$ cat src/rtl/reg_file_pkg.sv
// +----------------------------------------------------------------------+
// | reg_file_pkg : shared sizes and reset constants for the register file |
// | Revision 1.0                                                          |
// +----------------------------------------------------------------------+
`default_nettype none

package reg_file_pkg;
  localparam int                     DataSize     = 32;
  localparam int                     RegAddrSize  = 5;
  localparam int                     RegNum       = 2 ** RegAddrSize;
  localparam logic [DataSize-1:0]    DataBusReset = '0;
  localparam logic [RegAddrSize-1:0] RegAddrReset = '0;
  localparam logic [RegAddrSize-1:0] ZeroRegAddr  = '0;
endpackage

`default_nettype wire

$ cat src/rtl/reg_file_if.sv
// +----------------------------------------------------------------------+
// | reg_file_if : write-back and dual read-port bundle of the register   |
// | file; master is the pipeline side, slave is reg_file.                |
// | Revision 1.0                                                          |
// +----------------------------------------------------------------------+
`default_nettype none

interface reg_file_if
  import reg_file_pkg::*;
#(
  parameter int DataWidth    = DataSize,
  parameter int RegAddrWidth = RegAddrSize
) ();
  logic                    writeEnableIn;
  logic [RegAddrWidth-1:0] writeBackAddrIn;
  logic [DataWidth-1:0]    dataToRegIn;
  logic                    readEnable1;
  logic [RegAddrWidth-1:0] readAddr1;
  logic                    readEnable2;
  logic [RegAddrWidth-1:0] readAddr2;
  logic                    stall;
  logic [DataWidth-1:0]    readData1;
  logic [DataWidth-1:0]    readData2;

  modport master (
    output writeEnableIn, writeBackAddrIn, dataToRegIn,
    output readEnable1, readAddr1, readEnable2, readAddr2, stall,
    input  readData1, readData2
  );

  modport slave (
    input  writeEnableIn, writeBackAddrIn, dataToRegIn,
    input  readEnable1, readAddr1, readEnable2, readAddr2, stall,
    output readData1, readData2
  );
endinterface

`default_nettype wire

$ cat src/rtl/reg_read_port.sv
// +----------------------------------------------------------------------+
// | reg_read_port : one registered read port with x0 forcing, write-first |
// | bypass, enable gating and stall hold.                                 |
// | Revision 1.0                                                          |
// +----------------------------------------------------------------------+
`default_nettype none

module reg_read_port
  import reg_file_pkg::*;
#(
  parameter int DataWidth    = DataSize,
  parameter int RegAddrWidth = RegAddrSize
) (
  input  wire logic                    clk,
  input  wire logic                    resetIn,
  input  wire logic                    readEnable,
  input  wire logic [RegAddrWidth-1:0] readAddr,
  input  wire logic [DataWidth-1:0]    storedData,
  input  wire logic                    writeEnable,
  input  wire logic [RegAddrWidth-1:0] writeAddr,
  input  wire logic [DataWidth-1:0]    writeData,
  input  wire logic                    stall,
  output logic      [DataWidth-1:0]    readData
);
  localparam logic [DataWidth-1:0]    c_DATA_RST = DataWidth'(DataBusReset);
  localparam logic [RegAddrWidth-1:0] c_ZERO_IDX = RegAddrWidth'(ZeroRegAddr);

  logic                 w_is_zero;
  logic                 w_bypass;
  logic [DataWidth-1:0] w_next;

  assign w_is_zero = (readAddr == c_ZERO_IDX);
  // A write landing on the same index this cycle wins over the stored copy.
  assign w_bypass  = writeEnable && (writeAddr == readAddr);

  always_comb begin
    w_next = c_DATA_RST;
    if (readEnable && !w_is_zero)
      w_next = w_bypass ? writeData : storedData;
  end

  always_ff @(posedge clk or negedge resetIn) begin
    if (!resetIn)
      readData <= c_DATA_RST;
    else if (!stall)
      readData <= w_next;
  end
endmodule

`default_nettype wire

$ cat src/rtl/reg_file.sv
// +----------------------------------------------------------------------+
// | reg_file : 2**RegAddrWidth x DataWidth register file, one write port, |
// | two synchronous read ports, x0 hardwired to zero.                     |
// | Revision 1.0                                                          |
// +----------------------------------------------------------------------+
`default_nettype none

module reg_file
  import reg_file_pkg::*;
#(
  parameter int DataWidth    = DataSize,
  parameter int RegAddrWidth = RegAddrSize
) (
  input  wire logic clk,
  input  wire logic resetIn,
  reg_file_if.slave bus
);
  localparam int                      c_REG_NUM  = (RegAddrWidth == RegAddrSize) ? RegNum
                                                                                 : 2 ** RegAddrWidth;
  localparam logic [DataWidth-1:0]    c_DATA_RST = DataWidth'(DataBusReset);
  localparam logic [RegAddrWidth-1:0] c_ZERO_IDX = RegAddrWidth'(ZeroRegAddr);

  logic [DataWidth-1:0] r_regs [c_REG_NUM];
  logic [DataWidth-1:0] w_stored1;
  logic [DataWidth-1:0] w_stored2;
  logic                 w_wr_en;

  // Index 0 is never written, so it stays at its reset value of zero.
  assign w_wr_en = bus.writeEnableIn && (bus.writeBackAddrIn != c_ZERO_IDX);

  always_ff @(posedge clk or negedge resetIn) begin
    if (!resetIn) begin
      for (int i = 0; i < c_REG_NUM; i++)
        r_regs[i] <= c_DATA_RST;
    end else if (w_wr_en) begin
      r_regs[bus.writeBackAddrIn] <= bus.dataToRegIn;
    end
  end

  assign w_stored1 = r_regs[bus.readAddr1];
  assign w_stored2 = r_regs[bus.readAddr2];

  reg_read_port #(
    .DataWidth    (DataWidth),
    .RegAddrWidth (RegAddrWidth)
  ) u_read_port1 (
    .clk         (clk),
    .resetIn     (resetIn),
    .readEnable  (bus.readEnable1),
    .readAddr    (bus.readAddr1),
    .storedData  (w_stored1),
    .writeEnable (bus.writeEnableIn),
    .writeAddr   (bus.writeBackAddrIn),
    .writeData   (bus.dataToRegIn),
    .stall       (bus.stall),
    .readData    (bus.readData1)
  );

  reg_read_port #(
    .DataWidth    (DataWidth),
    .RegAddrWidth (RegAddrWidth)
  ) u_read_port2 (
    .clk         (clk),
    .resetIn     (resetIn),
    .readEnable  (bus.readEnable2),
    .readAddr    (bus.readAddr2),
    .storedData  (w_stored2),
    .writeEnable (bus.writeEnableIn),
    .writeAddr   (bus.writeBackAddrIn),
    .writeData   (bus.dataToRegIn),
    .stall       (bus.stall),
    .readData    (bus.readData2)
  );
endmodule

`default_nettype wire

$ cat src/flat_wrapper.sv
// flat-port wrapper written by rule: the top's interface ports become plain ports
module reg_file_flat import reg_file_pkg::*;
#(
  parameter int DataWidth    = DataSize,
  parameter int RegAddrWidth = RegAddrSize
)
  (clk, resetIn, bus_writeEnableIn, bus_writeBackAddrIn, bus_dataToRegIn, bus_readEnable1, bus_readAddr1, bus_readEnable2, bus_readAddr2, bus_stall, bus_readData1, bus_readData2);
  reg_file_if #(.DataWidth(DataWidth), .RegAddrWidth(RegAddrWidth)) bus_i ();
  input  wire logic clk;
  input  wire logic resetIn;
  input wire logic [$bits(bus_i.writeEnableIn)-1:0] bus_writeEnableIn;
  input wire logic [$bits(bus_i.writeBackAddrIn)-1:0] bus_writeBackAddrIn;
  input wire logic [$bits(bus_i.dataToRegIn)-1:0] bus_dataToRegIn;
  input wire logic [$bits(bus_i.readEnable1)-1:0] bus_readEnable1;
  input wire logic [$bits(bus_i.readAddr1)-1:0] bus_readAddr1;
  input wire logic [$bits(bus_i.readEnable2)-1:0] bus_readEnable2;
  input wire logic [$bits(bus_i.readAddr2)-1:0] bus_readAddr2;
  input wire logic [$bits(bus_i.stall)-1:0] bus_stall;
  output wire logic [$bits(bus_i.readData1)-1:0] bus_readData1;
  output wire logic [$bits(bus_i.readData2)-1:0] bus_readData2;
  assign bus_i.writeEnableIn = bus_writeEnableIn;
  assign bus_i.writeBackAddrIn = bus_writeBackAddrIn;
  assign bus_i.dataToRegIn = bus_dataToRegIn;
  assign bus_i.readEnable1 = bus_readEnable1;
  assign bus_i.readAddr1 = bus_readAddr1;
  assign bus_i.readEnable2 = bus_readEnable2;
  assign bus_i.readAddr2 = bus_readAddr2;
  assign bus_i.stall = bus_stall;
  assign bus_readData1 = bus_i.readData1;
  assign bus_readData2 = bus_i.readData2;
  reg_file #(.DataWidth(DataWidth), .RegAddrWidth(RegAddrWidth)) u_core (.clk(clk), .resetIn(resetIn), .bus(bus_i));
endmodule
$ cat config.mk
export PLATFORM = sky130hd
export DESIGN_NAME = reg_file_flat
export DESIGN_NICKNAME = d
export VERILOG_FILES = /design/src/rtl/reg_file_pkg.sv /design/src/rtl/reg_file_if.sv /design/src/rtl/reg_read_port.sv /design/src/rtl/reg_file.sv /design/src/flat_wrapper.sv
export SDC_FILE = /design/constraint.sdc
export NUM_CORES = 2
export LEC_CHECK = 0
export CAP_MARGIN = 20
export CORE_MARGIN = 3
export CORE_UTILIZATION = 57
export DETAILED_ROUTE_END_ITERATION = 6
export GPL_ROUTABILITY_DRIVEN = 0
export PLACE_DENSITY = 0.76
export SLEW_MARGIN = 5
export SYNTH_ARGS = -nofsm -noshare
export SYNTH_HDL_FRONTEND = slang
export SYNTH_SLANG_ARGS = --single-unit
$ cat constraint.sdc
create_clock -name clk -period 1.75 [get_ports clk]
set_clock_uncertainty 0.05 [all_clocks]
set_input_delay 0.4375 -clock clk [delete_from_list [all_inputs] [get_ports clk]]
set_output_delay 0.4375 -clock clk [all_outputs]
set_load 0.05 [all_outputs]
==> impl_metrics.tcl <==
set metrics [dict create \
    status "finished, violations left" \
    violations "setup timing" \
    slew_headroom_pct 36.45 \
    final_antenna_net_count 0 \
    final_max_slew_viol_count 0 \
    hold_ws_ns 0.1631 \
    routed-wl-met2_um 93380 \
    ys_async_sr_fraction_pct 100.0 \
    cts_made_buffers 115 \
    nFillCells 5533 \
    clk_latency_ns 0.73 \
    cts_sinks 1088 \
    top_layer_used "met5" \
    hold_path.class "in2async" \
    htreeDepth 3 \
    place_inst 5499 \
    ys_ff_latch 1088 \
    viasPerCell 7.292 \
    syn_avg_cell_area_um2 14.77 \
    met3WireLength_um 23380 \
    power.total_mw 80.23 \
    fin_util_pct 75.80 \
    worstSetupEndpointType "flip-flop" \
    syn_area_um2 56950 \
    wl_met1_um 74050 \
    port-buffer-count 116 \
    die-area_um2 103700 \
    dpl_cell_area_um2 68350 \
    syn_to_final_growth_pct 31.38 \
    setup_viol 101 \
    final_common_cell "dfrtp_1" \
    timing.fmax_mhz 534.0 \
    synthesis.nets 3908 \
    synthDistinctLibCells 42 \
    regArea_um2 27260 \
    fin_cells 5822 \
    first_iter_violations 5447 \
    cts_root_buffer "clkbuf_16" \
    setup_tns_ns -5.516 \
    finalCriticalPeriod_ns 1.873 \
    row_count 115 \
    ios 117 \
    grt_first_pass_wirelength_um 298300 \
    tritoncts "done" \
    p_leak_nw 33.03 \
    post-route-cell-area_um2 74820 \
    drv_cap 0 \
    cp.arrival_ns 2.40 \
    drt-pass1-iter-count 5 \
    fin_nets 4488 \
    setup_ws_ns -0.1225 \
    grt_max_degree 78 \
    fin_crit_sh_pct 107.0 \
    core_area_um2 98710 \
    post-route-drc-count 0 \
    p_per_area_nw_per_um2 1072 \
    wl_um 204900 \
    wire_per_inst_um 35.20 \
    multiInputGateArea_um2 30810 \
    initial_core_util_pct 57.70 \
    clk_pin_slew_ns 0.07 \
    vias 42460 \
    start_kind "flip-flop" \
    required_ns 2.28 \
    die_w_um 322.1 \
    synth_edf_count 0 \
    critical_path_class "reg2reg" \
    ir_worst_vdd_mv 0.9283 \
    antenna_found_initial 2 \
    rsz0062_at_grt "true" \
    cp_max_fo 3 \
    dp_hpwl_um 131000 \
    yosysSeqAreaShare_pct 47.81 \
    worst_slew_pin_slew_ns 0.9512 \
    cts_max_path_buffers 3 \
    ys_warn_count 0 \
    overflow 0 \
    die_h_um 322.1 \
    hold_viol 0 \
    yosys_most_used_dff "dfrtp_1" \
    drive_gt1_share_pct 60.75 \
    post-place-ws_ns -0.9147 \
    final_cell_mix "dfrtp_1, mux2_2, buf_4" \
    grt_pass1_vias 44250 \
    grt_util_all_layers_pct 39.43 \
    netlist_instances 3855 \
]
## sequential cells by signal, indices dropped and copies added, names as in the netlist
register,count
u_core.u_read_port2.readData,32
u_core.r_regs,1024
u_core.u_read_port1.readData,32
## repair_timing
action | CTS | global route
resized for setup | 129 | 88
setup buffers | 50 | 51
hold buffers | 1 | 0
pin swaps | 62 | 56
endpoints found under the hold margin | 293 | 0
gates cloned | 6 | 1
setup endpoints to repair | 490 | 189
## area by class of cell
type / count / area share [%]
flip-flops and latches: 1088 / 36.44
well taps: 1287 / 2.152
repair buffers: 921 / 14.75
diodes: 3 / 0.01003
clock buffers: 161 / 4.482
clock inverters: 53 / 0.9616
inverters: 5 / 0.02508
multi-input cells: 2304 / 41.18
## synthesized netlist by cell type (60+ instances only)
| cell type | n | share of area, % |
|---|---|---|
| nand2_1 | 81 | 0.53 |
| a22o_1 | 62 | 0.95 |
| mux4_2 | 382 | 15 |
| dfrtp_1 | 1088 | 48 |
| o311ai_1 | 62 | 0.95 |
| o22ai_1 | 62 | 0.68 |
| a2111oi_0 | 60 | 0.92 |
| a221oi_1 | 64 | 0.98 |
| mux2_2 | 1056 | 21 |
| buf_1 | 61 | 0.40 |
| mux2i_1 | 260 | 4.6 |
| buf_2 | 85 | 0.75 |
| nand4_1 | 62 | 0.68 |
| o221ai_1 | 64 | 0.98 |
| clkbuf_1 | 250 | 1.6 |
## power breakdown
part	switching [mW]	internal [mW]
Combinational	8.11	11.9
Sequential	3.98	29.8
Clock	10.8	15.6
Total	22.9	57.3
## critical path, stage by stage, from the launching register on
cell and delay, ns:
dfrtp_1 0.41, mux4_2 0.49, mux2_4 0.29, a221oi_2 0.24, buf_4 0.17, o311ai_1 0.10
## logic make-up after synthesis
family	synth area share (%)
AOI/OAI and AO/OA	5.743
muxes	40.56
buffers and inverters	3.858
and+or+nand+nor	1.881
xor gates and xnor gates	0.1538
DFF	47.81
## routing by layer
layer  GRT usage, %  vias to the layer above
met3          11.05                      853
met4          23.44                        4
li1               -                    16280
met5              0                        -
met1          50.98                    22240
met2          59.88                     3088
## worst paths after layout
path | start | endpoint | slack (ns) | cells past startpoint
worst min register to register | u_core.r_regs[1018] | u_core.r_regs[1018] | 0.34 | 0
worst min-delay path | resetIn | u_core.r_regs[698] | 0.16 | 2
worst max register to register | u_core.r_regs[627] | u_core.u_read_port1.readData[19] | -0.12 | 5
min in group clk | bus_stall | u_core.u_read_port2.readData[25] | 0.26 | 4
max in group asynchronous | resetIn | u_core.r_regs[874] | 0.62 | 4
worst max-delay path | u_core.r_regs[627] | u_core.u_read_port1.readData[19] | -0.12 | 5
Power figures use the tool's default switching activity.
